$ cat src/rtl/vga_pkg.sv
// Shared VGA timing definitions: default 640x480@60 constants, coordinate
// type and the timing-to-bit-generator bundle.
package vga_pkg;

  localparam int VGA_CLK_DIV   = 2;
  localparam int VGA_H_VISIBLE = 640;
  localparam int VGA_H_FRONT   = 16;
  localparam int VGA_H_SYNC    = 96;
  localparam int VGA_H_BACK    = 48;
  localparam int VGA_V_VISIBLE = 480;
  localparam int VGA_V_FRONT   = 10;
  localparam int VGA_V_SYNC    = 2;
  localparam int VGA_V_BACK    = 33;

  localparam int VGA_H_TOTAL = VGA_H_VISIBLE + VGA_H_FRONT + VGA_H_SYNC + VGA_H_BACK;
  localparam int VGA_V_TOTAL = VGA_V_VISIBLE + VGA_V_FRONT + VGA_V_SYNC + VGA_V_BACK;

  localparam int VGA_COORD_W   = 10;
  localparam int VGA_COORD_MAX = 1 << VGA_COORD_W;

  typedef logic [VGA_COORD_W-1:0] vga_coord_t;

  // Everything the bit generator needs to colour the current pixel.
  typedef struct packed {
    logic       hsync;
    logic       vsync;
    logic       blank_n;
    vga_coord_t hcount;
    vga_coord_t vcount;
  } vga_timing_t;

  // True when lo <= c < hi. Bounds are ints so hi may reach VGA_COORD_MAX.
  function automatic logic in_window(input vga_coord_t c, input int lo, input int hi);
    return (int'(c) >= lo) && (int'(c) < hi);
  endfunction

endpackage

$ cat src/rtl/vga_clk_div.sv
// Pixel-rate divider: produces the one-clk pix_en strobe and the DAC pixel
// clock. vga_clk falls on the same edge that advances the raster counters.
module vga_clk_div #(
  parameter int CLK_DIV = 2
) (
  input  logic clk,
  input  logic rst,
  output logic pix_en,
  output logic vga_clk
);

  localparam int DIV_W = $clog2(CLK_DIV);
  localparam logic [DIV_W-1:0] DIV_LAST = DIV_W'(CLK_DIV - 1);
  localparam logic [DIV_W-1:0] DIV_HALF = DIV_W'(CLK_DIV / 2);

  logic [DIV_W-1:0] div_cnt;

  // Free-running 0..CLK_DIV-1 counter.
  // NOTE: reset is synchronous, so it lives inside the clocked branch and is
  // not in the sensitivity list.
  always_ff @(posedge clk) begin
    if (rst) begin
      // NOTE: non-blocking assignment for every registered value so all flops
      // sample the pre-edge state regardless of statement order.
      div_cnt <= '0;
    end else if (div_cnt == DIV_LAST) begin
      div_cnt <= '0;
    end else begin
      div_cnt <= div_cnt + 1'b1;
    end
  end

  assign pix_en  = (div_cnt == DIV_LAST);
  assign vga_clk = (div_cnt >= DIV_HALF);

endmodule

$ cat src/rtl/vga_timing.sv
// Raster timing generator: pixel divider, horizontal/vertical counters and
// zero-latency sync/blank decodes for the VGA bit generator.
// Optional feature macro: VGA_TIMING_FRAME_STROBE_EN adds frame_start and
// frame_cnt outputs.
module vga_timing
  import vga_pkg::*;
#(
  parameter int CLK_DIV   = VGA_CLK_DIV,
  parameter int H_VISIBLE = VGA_H_VISIBLE,
  parameter int H_FRONT   = VGA_H_FRONT,
  parameter int H_SYNC    = VGA_H_SYNC,
  parameter int H_BACK    = VGA_H_BACK,
  parameter int V_VISIBLE = VGA_V_VISIBLE,
  parameter int V_FRONT   = VGA_V_FRONT,
  parameter int V_SYNC    = VGA_V_SYNC,
  parameter int V_BACK    = VGA_V_BACK
) (
  input  logic        clk,
  input  logic        rst,
  output logic        pix_en,
  output logic        vga_clk,
  output logic [9:0]  hcount,
  output logic [9:0]  vcount,
  output logic        hsync,
  output logic        vsync,
  output logic        vga_blank_n,
  output logic        vga_sync_n
`ifdef VGA_TIMING_FRAME_STROBE_EN
  ,
  output logic        frame_start,
  output logic [15:0] frame_cnt
`endif
);

  localparam int H_TOTAL = H_VISIBLE + H_FRONT + H_SYNC + H_BACK;
  localparam int V_TOTAL = V_VISIBLE + V_FRONT + V_SYNC + V_BACK;

  localparam int H_SYNC_LO = H_VISIBLE + H_FRONT;
  localparam int H_SYNC_HI = H_VISIBLE + H_FRONT + H_SYNC;
  localparam int V_SYNC_LO = V_VISIBLE + V_FRONT;
  localparam int V_SYNC_HI = V_VISIBLE + V_FRONT + V_SYNC;

  // Refuse to build a raster the 10-bit counters cannot address.
  if (H_TOTAL > VGA_COORD_MAX) begin : g_h_total_too_big
    $error("vga_timing: H_TOTAL exceeds 10-bit counter range");
  end
  if (V_TOTAL > VGA_COORD_MAX) begin : g_v_total_too_big
    $error("vga_timing: V_TOTAL exceeds 10-bit counter range");
  end
  if ((CLK_DIV < 2) || (CLK_DIV % 2 != 0)) begin : g_clk_div_bad
    $error("vga_timing: CLK_DIV must be even and at least 2");
  end

  localparam vga_coord_t H_LAST = vga_coord_t'(H_TOTAL - 1);
  localparam vga_coord_t V_LAST = vga_coord_t'(V_TOTAL - 1);

  vga_coord_t  h_q;
  vga_coord_t  v_q;
  vga_timing_t tim;
  logic        frame_wrap;

  vga_clk_div #(
    .CLK_DIV (CLK_DIV)
  ) u_clk_div (
    .clk     (clk),
    .rst     (rst),
    .pix_en  (pix_en),
    .vga_clk (vga_clk)
  );

  // Raster counters: advance one pixel per pix_en, line step on h wrap.
  always_ff @(posedge clk) begin
    if (rst) begin
      h_q <= '0;
      v_q <= '0;
    end else if (pix_en) begin
      if (h_q == H_LAST) begin
        h_q <= '0;
        v_q <= (v_q == V_LAST) ? '0 : v_q + 1'b1;
      end else begin
        h_q <= h_q + 1'b1;
      end
    end
  end

  // Sync and visible-area decodes straight from the counter registers.
  always_comb begin
    // NOTE: the whole struct gets a default first so no field can hold its
    // old value and infer a latch.
    tim         = '0;
    tim.hcount  = h_q;
    tim.vcount  = v_q;
    tim.hsync   = !in_window(h_q, H_SYNC_LO, H_SYNC_HI);
    tim.vsync   = !in_window(v_q, V_SYNC_LO, V_SYNC_HI);
    tim.blank_n = in_window(h_q, 0, H_VISIBLE) && in_window(v_q, 0, V_VISIBLE);
  end

  assign frame_wrap  = pix_en && (h_q == H_LAST) && (v_q == V_LAST);

  assign hcount      = tim.hcount;
  assign vcount      = tim.vcount;
  assign hsync       = tim.hsync;
  assign vsync       = tim.vsync;
  assign vga_blank_n = tim.blank_n;
  assign vga_sync_n  = 1'b0;

`ifdef VGA_TIMING_FRAME_STROBE_EN
  // Frame strobe and frame counter, both updated on the (0,0) wrap edge.
  always_ff @(posedge clk) begin
    if (rst) begin
      frame_start <= 1'b0;
      frame_cnt   <= '0;
    end else begin
      frame_start <= frame_wrap;
      if (frame_wrap) begin
        frame_cnt <= frame_cnt + 1'b1;
      end
    end
  end
`else
  // Wrap detect is only consumed by the frame strobe; keep it visibly used.
  logic frame_wrap_unused;
  assign frame_wrap_unused = frame_wrap;
`endif

endmodule

$ cat config.mk
export PLATFORM = sky130hd
export DESIGN_NAME = vga_timing
export DESIGN_NICKNAME = d
export VERILOG_FILES = /design/src/rtl/vga_pkg.sv /design/src/rtl/vga_clk_div.sv /design/src/rtl/vga_timing.sv
export SDC_FILE = /design/constraint.sdc
export NUM_CORES = 1
export LEC_CHECK = 0
export CAP_MARGIN = 20
export CORE_ASPECT_RATIO = 0.6
export CORE_MARGIN = 8
export CORE_UTILIZATION = 53
export DETAILED_ROUTE_END_ITERATION = 10
export DONT_BUFFER_PORTS = 1
export PLACE_DENSITY = 0.8
export SETUP_SLACK_MARGIN = 0.15
export SLEW_MARGIN = 20
export SYNTH_ARGS = -nofsm -noshare
export SYNTH_HDL_FRONTEND = slang
export SYNTH_SLANG_ARGS = --single-unit
$ cat constraint.sdc
create_clock -name clk -period 4 [get_ports clk]
set_input_delay 0.8 -clock clk [delete_from_list [all_inputs] [get_ports clk]]
set_output_delay 0.8 -clock clk [all_outputs]
set_load 0.05 [all_outputs]
# After elaboration in Yosys (flattened, before gate mapping)
# Index checks and enable logic that the tools add are counted.
# classes
n_eq_ne	2
n_reduce_logical	7
n_mux	2
magnitude_cmp	7
addsub	3
# op_table
operator	n
adder 10 x 1 -> 10 bit (second input constant)	2
equality test 10 bit (second input constant)	2
less-than comparator 10 bit (second input constant)	2
less-than comparator 10 x 9 -> 1 bit (second input constant)	2
two-way mux 10 bit	2
greater-or-equal comparator 10 bit (second input constant)	1
greater-or-equal comparator 10 x 9 -> 1 bit (second input constant)	1
logical AND 1 bit	3
logical NOT 1 bit	2
AND reduction 2 bit	1
OR reduction 2 bit	1
adder 1 bit (second input constant)	1
greater-or-equal comparator 1 bit (second input constant)	1
# totals
out_inout_bits	26
reg_bits	21

# Longest topological paths before layout
# Gate-level depths: netlist (run 1).
# depth
word_depth	3
depth_mapped	7
mapped_depth_nobuf	6

# By module
# A second synthesis (run 1) with hierarchy kept.
# unflattened
hier_cells	140
hier_area_um2	1127.3
# modules_own_cells
mod	area_per_inst_um2	seq_area_each_um2	instances	cells_each
vga_timing	1096.1	400.4	1	137
vga_clk_div	31.3	20.0	1	3

# Least setup slack after synthesis (run 1)
# No wires, ideal clock.
# synth_path
kind	flip-flop to output port
from	register v_q[0], in the netlist vcount[0]
to	output port vsync
slack_ps	1347
required_ps	3200
stages_incl_launch_ff	4
n_path_buf	0
arrival_time_ps	1853
cell_sequence	dfxtp_1 inv_1 ha_1 o2111ai_1
# synth_between
elab_chain_cells	3
word_cells_on_any_way	4
# synth_rtl
item	line_no	source
from (decl)	vga_timing.sv:58	vga_coord_t v_q;
from (signal assigned)	vga_timing.sv:79	v_q <= (v_q == V_LAST) ? '0 : v_q + 1'b1;
greater-or-equal comparator 10 x 9 -> 1 bit or less-than comparator 10 x 9 -> 1 bit (tied branches)	vga_pkg.sv:34	return (int'(c) >= lo) && (int'(c) < hi);
logical AND 1 bit *	vga_pkg.sv:34	
logical NOT 1 bit *	vga_timing.sv:94	tim.vsync = !in_window(v_q, V_SYNC_LO, V_SYNC_HI);
to (decl)	vga_timing.sv:25	output logic vsync,
# Mark *: on every way between the ends. The rest lies on a longest branch, timed or not.

# Final worst setup path (run 1)
# Same ends and word-level chain as after synthesis.

==> impl_summary.log, run 1 <==
INFO  metric viasPerCell = 6.137
INFO  metric data_arrival_time_at_the_worst_slack_endpoint = 1.93 ns
INFO  metric floorplan.initialDensity = 0.5542
INFO  metric largest_net_degree_at_the_start_of_global_routing = 18
INFO  metric detailed_place_hpwl = 2144 µm
INFO  metric grt_pass1_vias = 926
INFO  metric layout-drive-gt1-share = 0.08759
INFO  metric critical_path.max_stage_delay = 0.71 ns
INFO  metric status = completed
INFO  metric seq_area_frac_synth = 0.3533
INFO  metric row_count = 13
INFO  metric setup.worst_path.end_class = primary output
INFO  metric resized_cells_post_cts = 0
INFO  metric syn-cell-area = 0.001190 mm²
INFO  metric numCtsBuffers = 3
INFO  metric design_power_total = 0.3745 mW
INFO  metric post_cts.repair.setup_buffers = 0
INFO  metric groute.usage.overall = 0.1418
INFO  metric postRouteAntennaNets = 0
INFO  metric gpl_wtd_cong = 0.8355
INFO  metric fin_crit_sh = 0.6818
INFO  metric ys_types = 41
INFO  metric worst_skew_pair.late_latency = 0.26 ns
INFO  metric port_buffers = 0
INFO  metric hold-worst-slack = 0.5731 ns
INFO  metric die_area = 0.004067 mm²
INFO  metric ir_drop = 0.0001768 V
INFO  metric wl = 2923 µm
INFO  metric rsz0062_at_grt = no
INFO  metric drc = 0
INFO  metric clkTransAtPathRegs = 0.08 ns
INFO  metric area_inside_the_core_boundary = 0.002147 mm²
INFO  metric chipHeight = 52.70 µm
INFO  metric yosysMostFrequentCell = dfxtp_1
INFO  metric post_synth_edffs = 0
INFO  metric first_iter_violations = 111
INFO  metric worst_hold_path_type = flip-flop to flip-flop
INFO  metric cp-start-kind = flip-flop
INFO  metric synth_area_per_cell = 8.439 µm²
INFO  metric io_pins = 28
INFO  metric worst_slew_pin_slew = 0.8298 ns
INFO  metric fin_nets = 145
INFO  metric maxSlewHeadroom = 0.4461
INFO  metric cap_violations = 0
INFO  metric setup_viol = 0
INFO  metric preCtsSetupSlack = 1.575 ns
INFO  metric asyncSetResetFlopFracSynth = 0
INFO  metric area_growth = 1.893%
INFO  metric synth.cells.most_frequent = 21 x dfxtp_1, 12 x nand3_1, 12 x nor2_1
INFO  metric crit_required = 3.20 ns
INFO  metric cts-root-to-sink-buffers = 2
INFO  metric synth.net_count = 148
INFO  metric timing.critical_path.fanout_max = 5
INFO  metric final_critical_path_setup_slack = 1.273 ns
INFO  metric power-per-cell-area = 308.9 mW/mm²
INFO  metric postSynthRegisterBits = 21
INFO  metric report.final.hold_viol_count = 0
INFO  metric grt_pass1_wl = 4643 µm
INFO  metric grt_overflow_total = 0
INFO  metric cts_hold_repair.buffers = 0
INFO  metric crit_path_top_delay_cell = dfxtp_1
INFO  metric worst-setup-path-type = flip-flop to primary output
INFO  metric drt_pre_antenna_iters = 4
INFO  metric fp.dieW = 77.17 µm
INFO  metric ys_warn_count = 0
INFO  metric fmaxAchievable = 0.3667 GHz
INFO  metric antenna_violations_before_repair = 1
INFO  metric most_area_consuming_cells_after_synthesis = dfxtp_1 35%, ha_1 5.3%, nand3_1 5.0%
INFO  metric synth_largest_type_area_fraction = 0.3533
INFO  metric slew_violations = 0
INFO  metric wl_per_cell = 17.40 µm
INFO  metric cts_num_sinks = 21
INFO  metric ys.flop_type = dfxtp_1
INFO  metric cts_htree_levels = 1
INFO  metric worstPathCellList = inv_1, ha_1, o2111ai_1, buf_4
INFO  metric vias = 1,031
INFO  metric synthDominantAreaCellType = dfxtp_1
INFO  metric tritoncts = built
INFO  metric worstRegToRegCells = 5
INFO  metric hold-path-cell-count = 1
INFO  metric synth_cells = 141
INFO  metric final.setup_skew = 0.0006244 ns
INFO  metric timing.final.crit_period = 2.727 ns
INFO  metric cts-root-buf = clkbuf_8
INFO  metric final.setup.tns = 0 ns
INFO  metric leakagePower = 0.4011 nW
-- placed cells by master, fill, tap and decap left out, types with 3 or more instances in the layout --
cell	count
ha_1	5
nand2b_1	3
clkbuf_8	3
nand4_1	5
xor2_1	5
or3_1	3
nand3_1	12
a21oi_1	11
inv_1	7
xnor2_1	3
and2_1	3
nor2_1	12
nand2_1	9
dfxtp_1	21
o32ai_1	3
o21ai_0	4
-- per-stage QoR --
stage	std cells	util	instance area (µm²)
final	168	0.5647	1212
after global routing	168	0.5647	1212
after CTS	167	0.5635	1210
after detailed placement	163	0.5420	1164
after global placement	163	0.5420	1164
after floorplan	141	-	1190
-- where the power goes --
part           switching (mW)  internal [mW]  total, mW
sequential            0.00884          0.211      0.220
clock                  0.0708         0.0695      0.140
combinational          0.0109        0.00364     0.0145
total                  0.0905          0.284      0.375
-- worst max-delay path, delay by kind of cell (launching register included) --
family / cells / cell delay [ns]
AO/OA/AOI/OAI: 1 / 0.24
adder cells (fa/ha/maj): 1 / 0.26
buffers and inverters: 2 / 0.45
flip-flops: 1 / 0.71
-- final cells by class --
class	instances	area [µm²]
diodes	1	2.502
repair buffers	2	15.01
multi-input cells	103	664.4
inverters	7	26.28
well taps	30	37.54
fillers	193	934.6
clock buffers	3	41.29
clock inverters	1	5.005
flip-flops and latches	21	420.4
-- layer usage --
| layer | GRT usage | routed length (µm) | share of wire |
|---|---|---|---|
| met5 | 0 | 0 | 0 |
| met4 | 0.03727 | 15 | 0.0051 |
| met3 | 0.06336 | 275 | 0.094 |
| met2 | 0.2267 | 1306 | 0.45 |
| met1 | 0.1707 | 1326 | 0.45 |
-- sequential cells by signal, indices dropped and copies added, names as in the netlist --
signal,flops
hcount,10
vcount,10
u_clk_div.pix_en,1
-- logic make-up after synthesis --
group	Yosys count	share of synthesized area
DFF	21	0.3533
and+or+nand+nor	66	0.3249
AOI/OAI and AO/OA	23	0.1188
adders and majority gates	5	0.05258
buffers and inverters	17	0.08833
xor gates and xnor gates	8	0.05889
other	1	0.003152
-- path summary, 6_finish.rpt --
path | from | endpoint | slack [ns]
worst max-delay path | vcount[0] | vsync | 1.27
worst min-delay path | u_clk_div.pix_en | u_clk_div.pix_en | 0.57
worst max register to register | hcount[1] | vcount[4] | 1.59
worst min register to register | u_clk_div.pix_en | u_clk_div.pix_en | 0.57
Note: power is estimated with default switching activity, not from simulation.
==> inputs of run 2 (changes only) <==
- clock period: 4 -> 2.75 ns (I/O delays scaled with it)
==> run 2 against run 1 <==
Hold slack got worse by 0.23 ns. Global-route usage rose by 0.68 points. Wire length rose by 1.2%. First-iteration DRC count rose by 4.5%. Sequential power rose by 41%. Critical path depth fell by 2.
==> impl_summary.log, run 2 (same netlist as run 1, synthesis figures left out) <==
INFO  metric fin_nets = 158 (+9.0%)
INFO  metric cts_htree_levels = 1 (unchanged)
INFO  metric floorplan.initialDensity = 0.5542 (unchanged)
INFO  metric antenna_violations_before_repair = 0 (-1)
INFO  metric final.setup.tns = 0 ns (unchanged)
INFO  metric chipHeight = 52.70 µm (unchanged)
INFO  metric top_library_cells_by_usage_in_the_layout_fill_and_taps_aside = 21 x dfxtp_1, 15 x buf_4, 12 x nor2_1, 12 x nand3_1, 11 x a21oi_1
INFO  metric maxSlewHeadroom = 0.5558 (+0.1097)
INFO  metric layout-drive-gt1-share = 0.1667 (+0.07908)
INFO  metric cts_num_sinks = 21 (unchanged)
INFO  metric detailed_place_hpwl = 2203 µm (+2.7%)
INFO  metric wl = 2959 µm (+1.2%)
INFO  metric first_iter_violations = 116 (+4.5%)
INFO  metric clkTransAtPathRegs = 0.08 ns (about the same)
INFO  metric timing.final.crit_period = 2.444 ns
INFO  metric cap_violations = 0 (unchanged)
INFO  metric grt_pass1_wl = 4892 µm (+5.4%)
INFO  metric vias = 1,095 (+6.2%)
INFO  metric hold-worst-slack = 0.3382 ns (-0.2350 ns)
INFO  metric worst-setup-path-type = flip-flop to primary output
INFO  metric largest_net_degree_at_the_start_of_global_routing = 18 (unchanged)
INFO  metric preCtsSetupSlack = 0.6007 ns (-0.9746 ns)
INFO  metric final_critical_path_setup_slack = 0.3063 ns (-0.9665 ns)
INFO  metric resized_cells_post_cts = 0 (unchanged)
INFO  metric setup_viol = 0 (unchanged)
INFO  metric ir_drop = 0.0003150 V (+78%)
INFO  metric drt_pre_antenna_iters = 4 (unchanged)
INFO  metric grt_pass1_vias = 949 (+2.5%)
INFO  metric critical_path.max_stage_delay = 0.74 ns (+0.03 ns)
INFO  metric cp-start-kind = flip-flop
INFO  metric cts_hold_repair.buffers = 0 (unchanged)
INFO  metric fmaxAchievable = 0.4092 GHz
INFO  metric final_util = 0.6090 (+0.04429)
INFO  metric crit_family = simple AND/OR/NAND/NOR gates
INFO  metric critPathBufInv = 0 (-2)
INFO  metric die_area = 0.004067 mm² (unchanged)
INFO  metric crit_required = 2.20 ns (-1.00 ns)
INFO  metric viasPerCell = 6.083 (-0.87%)
INFO  metric io_pins = 28 (unchanged)
INFO  metric cts-root-buf = clkbuf_8
INFO  metric status = completed
INFO  metric cts-root-to-sink-buffers = 2 (unchanged)
INFO  metric port_buffers = 0 (unchanged)
INFO  metric worstPathCellList = and3_2, or4_1
INFO  metric drc = 0 (unchanged)
INFO  metric layout_commonest_cell = dfxtp_1
INFO  metric leakagePower = 0.4705 nW (+17%)
INFO  metric area_inside_the_core_boundary = 0.002147 mm² (unchanged)
INFO  metric crit_path_top_delay_cell = or4_1
INFO  metric report.final.hold_viol_count = 0 (unchanged)
INFO  metric fin_crit_sh = 0.8886
INFO  metric fp.dieW = 77.17 µm (unchanged)
INFO  metric slew_violations = 0 (unchanged)
INFO  metric area_growth = 9.884%
INFO  metric wl_per_cell = 16.44 µm (-5.5%)
INFO  metric numCtsBuffers = 3 (unchanged)
INFO  metric groute.usage.overall = 0.1486 (+0.006811)
INFO  metric timing.critical_path.fanout_max = 6 (+1)
INFO  metric gpl_wtd_cong = 0.8588 (+2.8%)
INFO  metric setup.worst_path.end_class = primary output
INFO  metric area_post_placement = 0.001261 mm² (+8.4%)
INFO  metric postRouteAntennaNets = 0 (unchanged)
INFO  metric power-per-cell-area = 419.0 mW/mm² (+36%)
INFO  metric grt_overflow_total = 0 (unchanged)
INFO  metric tritoncts = built
INFO  metric row_count = 13 (unchanged)
INFO  metric rsz0062_at_grt = no
INFO  metric data_arrival_time_at_the_worst_slack_endpoint = 1.89 ns (-0.04 ns)
INFO  metric worst_skew_pair.late_latency = 0.26 ns (about the same)
INFO  metric final_area = 0.001308 mm² (+7.8%)
INFO  metric worst_slew_pin_slew = 0.6654 ns (-0.1644 ns)
INFO  metric diodes = 0 (-1)
INFO  metric worst_hold_path_type = input port to flip-flop
INFO  metric final.setup_skew = 0.008231 ns (+0.007607 ns)
INFO  metric post_cts.repair.setup_buffers = 0 (unchanged)
==> run 2: changes by cell type in the layout (fill, tap and decap cells not counted), sizes merged <==
cell   before  now
buf         2   15
diode       1    0
==> run 2: layer usage <==
metal,GRT usage,share of wire,vias to the layer above
li1,-,-,522
met4,0.03106,0.0047,0
met3,0.07192,0.097,4
met2,0.2128,0.44,43
met1,0.1959,0.46,526
met5,0,0,-
==> run 2: worst paths after layout <==
kind	startpoint	end	slack, ns	cells after the start
hold / removal	rst	u_clk_div.pix_en	0.34	1
setup reg to reg	hcount[6]	vcount[4]	0.66	4
hold reg to reg	u_clk_div.pix_en	u_clk_div.pix_en	0.57	1
setup / recovery	hcount[6]	hsync	0.31	2
==> run 2: cell type report <==
class	instances	area, µm²
Clock inverter	1	5.005
Fill cell	186	839.6
Tap cell	30	37.54
Timing Repair Buffer	15	112.6
Sequential cell	21	420.4
Clock buffer	3	41.29
Multi-Input combinational cell	103	664.4
Inverter	7	26.28
==> run 2: where the power goes <==
part / internal (mW) / switching (mW) / leakage [nW]
logic: 0.00778 / 0.0257 / 0.275
clock network: 0.101 / 0.103 / 0.0255
registers: 0.307 / 0.00375 / 0.170
total: 0.416 / 0.132 / 0.470
==> run 2: per-stage QoR <==
step | power (mW) | std cells
finish | 0.5478 | 180
global route | 0.5722 | 180
global placement | 0.3503 | 176
CTS | 0.5529 | 180
detailed placement | 0.3514 | 176
floorplan | 0.3535 | 141
==> run 2: worst register-to-register path, stage by stage, from the launching register on <==
cell,delay [ns]
dfxtp_1,0.53
and4bb_2,0.45
nand4_2,0.29
or4b_1,0.60
a21oi_1,0.16
==> inputs of run 3 (changes only) <==
- PLACE_DENSITY: 0.8 -> default
- PLACE_DENSITY_LB_ADDON: default -> 0.25
- clock period: 2.75 -> 2.9 ns (I/O delays scaled with it)
==> run 3 against run 2 <==
Die area is the same. Hold slack gained 0.038 ns. Total power shrank 5.8%. Via count shrank 3.0%. Sequential power shrank 5%. Cell count shrank 2.2%. Clock power shrank 6%. Register-to-register slack gained 0.05 ns. Utilization shrank 1.5 points. Wire length shrank 8.4%. First-iteration DRC count shrank 9.5%. Combinational power shrank 7.8%. Critical path type unchanged. Largest power group unchanged.
==> impl_summary.log, run 3 (same netlist as run 1, synthesis figures left out) <==
INFO  metric status = completed
INFO  metric met2_usage = 0.1919 (-0.02086)
INFO  metric tritoncts = built
INFO  metric grt_overflow_total = 0 (unchanged)
INFO  metric p_sw_frac = 0.2322 (-0.008871)
INFO  metric worstPathCellList = and3_2, or4_1
INFO  metric data_arrival_time_at_the_worst_slack_endpoint = 1.87 ns (-0.02 ns)
INFO  metric vias = 1,062 (-3.0%)
INFO  metric final.fill_count = 188 (+1.1%)
INFO  metric groute.usage.overall = 0.1352 (-0.01332)
INFO  metric timing.critical_path.fanout_max = 6 (unchanged)
INFO  metric instances_no_fill = 176 (-2.2%)
INFO  metric area_inside_the_core_boundary = 0.002147 mm² (unchanged)
INFO  metric port_buffers = 0 (unchanged)
INFO  metric preCtsSetupSlack = 0.7383 ns (+0.1375 ns)
INFO  metric leakagePower = 0.4472 nW (-4.9%)
INFO  metric layout-drive-gt1-share = 0.1370 (-0.02968)
INFO  metric cts_htree_levels = 1 (unchanged)
INFO  metric diodes = 0 (unchanged)
INFO  metric first_iter_violations = 105 (-9.5%)
INFO  metric power-per-cell-area = 404.5 mW/mm² (-3.4%)
INFO  metric worstSetupPathDepth = 2 (unchanged)
INFO  metric critical_path.max_stage_delay = 0.74 ns (about the same)
INFO  metric number_of_cells_after_detailed_placement = 172 (-2.3%)
INFO  metric timing.rr.end = vcount[4]
INFO  metric worst-setup-path-type = flip-flop to primary output
INFO  metric critical_path.reg2reg.startpoint = hcount[4]
INFO  metric fin_crit_sh = 0.8451
INFO  metric comb_power_share = 0.060 (about the same)
INFO  metric die_area = 0.004067 mm² (unchanged)
INFO  metric layout_commonest_cell = dfxtp_1
INFO  metric setup_viol = 0 (unchanged)
INFO  metric chipHeight = 52.70 µm (unchanged)
INFO  metric crit_family = simple AND/OR/NAND/NOR gates
INFO  metric worst_slew_pin_slew = 0.7658 ns (+0.1004 ns)
INFO  metric cp-endpoint = hsync
INFO  metric maxSlewHeadroom = 0.4888 (-0.06702)
INFO  metric cts-root-to-sink-buffers = 2 (unchanged)
INFO  metric seq_power_share = 0.571 (+0.004)
INFO  metric worstSetupStartpoint = hcount[6]
INFO  metric fin_nets = 154 (-2.5%)
INFO  metric rrSetupSlack = 0.71 ns (+0.05 ns)
INFO  metric final.setup.tns = 0 ns (unchanged)
INFO  metric area_growth = 7.255%
INFO  metric largest_net_degree_at_the_start_of_global_routing = 18 (unchanged)
INFO  metric postRouteAntennaNets = 0 (unchanged)
INFO  metric floorplan.initialDensity = 0.5542 (unchanged)
INFO  metric wl = 2709 µm (-8.4%)
INFO  metric row_count = 13 (unchanged)
INFO  metric multi_input_comb_area = 664.4 µm² (unchanged)
INFO  metric numCtsBuffers = 3 (unchanged)
INFO  metric cap_violations = 0 (unchanged)
INFO  metric report.final.hold_viol_count = 0 (unchanged)
INFO  metric fp.dieW = 77.17 µm (unchanged)
INFO  metric worstRegToRegCells = 4 (unchanged)
INFO  metric cp-start-kind = flip-flop
INFO  metric gr-usage-met3 = 0.06164 (-0.01027)
INFO  metric grt.busiest_layer = met2
INFO  metric worst_hold_path_type = input port to flip-flop
INFO  metric register_area = 420.4 µm² (unchanged)
INFO  metric crit_path_top_delay_cell = or4_1
INFO  metric setup.worst_path.end_class = primary output
INFO  metric grt_pass1_vias = 862 (-9.2%)
INFO  metric wl_per_cell = 15.39 µm (-6.4%)
INFO  metric clkPwrFrac = 0.369 (-0.003)
INFO  metric grt_pass1_wl = 4360 µm (-11%)
INFO  metric io_pins = 28 (unchanged)
INFO  metric timing.final.crit_period = 2.451 ns
INFO  metric critPathBufInv = 0 (unchanged)
INFO  metric drc = 0 (unchanged)
INFO  metric cts_num_sinks = 21 (unchanged)
INFO  metric worst_skew_pair.late_latency = 0.26 ns (about the same)
INFO  metric fmaxAchievable = 0.4080 GHz
INFO  metric final_critical_path_setup_slack = 0.4492 ns (+0.1428 ns)
INFO  metric resized_cells_post_cts = 0 (unchanged)
INFO  metric cts-root-buf = clkbuf_8
INFO  metric globalRouteMet1Util = 0.1762 (-0.01971)
INFO  metric rsz0062_at_grt = no
INFO  metric cts_hold_repair.buffers = 0 (unchanged)
INFO  metric slew_violations = 0 (unchanged)
INFO  metric clkTransAtPathRegs = 0.07 ns (about the same)
INFO  metric viasPerCell = 6.034 (-0.81%)
INFO  metric post_cts.repair.setup_buffers = 0 (unchanged)
INFO  metric drt_pre_antenna_iters = 4 (unchanged)
INFO  metric gpl_wtd_cong = 0.8046 (-6.3%)
INFO  metric antenna_violations_before_repair = 0 (unchanged)
INFO  metric ir_drop = 0.0002774 V (-12%)
INFO  metric cell_internal_pwr = 0.3964 mW (-4.7%)
INFO  metric crit_required = 2.32 ns (+0.12 ns)
INFO  metric top_library_cells_by_usage_in_the_layout_fill_and_taps_aside = 21 x dfxtp_1, 12 x nor2_1, 12 x nand3_1
INFO  metric detailed_place_hpwl = 2042 µm (-7.3%)
INFO  metric final.setup_skew = 0.005104 ns (-0.003127 ns)
INFO  metric switchingPower = 0.1199 mW (-9.2%)
INFO  metric hold_path.startpoint = rst
[run 3: worst reg2reg max path: cells and delay by family, from the launching register on]
family / cells / cell delay [ns]
and+or+nand+nor: 3 / 1.21
AOI/OAI and AO/OA: 1 / 0.15
DFF: 1 / 0.76
[run 3: how the worst min path moves through the flow]
stage / end / slack, ns / depth (start not counted)
detailed placement: u_clk_div.pix_en / 0.55 / 1
floorplan: vcount[0] / 0.69 / 2
global placement: u_clk_div.pix_en / 0.54 / 1
finish: u_clk_div.pix_en / 0.38 / 1
CTS: u_clk_div.pix_en / 0.37 / 1
global route: vcount[4] / 0.36 / 1
[run 3: power by group through the flow]
stage / Combinational, mW / Clock [mW] / Sequential [mW]
global route: 0.0331 / 0.212 / 0.295
CTS: 0.0312 / 0.194 / 0.295
global placement: 0.0309 / 0 / 0.301
detailed placement: 0.0311 / 0 / 0.302
floorplan: 0.0244 / 0 / 0.311
finish: 0.0309 / 0.191 / 0.295
[run 3: stage by stage]
step	hold WS, ns	instance area, µm²	power, mW	util
5_1_grt	0.3605	1276	0.5401	0.5944
3_3_place_gp	0.5389	1231	0.3323	0.5734
2_1_floorplan	0.6942	1190	0.3352	-
4_1_cts	0.3701	1276	0.5204	0.5944
3_5_place_dp	0.5480	1231	0.3326	0.5734
6_report	0.3764	1276	0.5163	0.5944
[run 3: metal layers]
| layer | share of wire | vias up |
|---|---|---|
| met5 | 0 | - |
| met4 | 0.011 | 0 |
| met3 | 0.11 | 5 |
| met2 | 0.43 | 57 |
| met1 | 0.45 | 486 |
| li1 | - | 514 |
[run 3: area by class of cell]
class,count,share of cell area
clock buffers,4,0.03529
inverters,7,0.02059
multi-input cells,103,0.5206
flip-flops and latches,21,0.3294
well taps,30,0.02941
repair buffers,11,0.06471
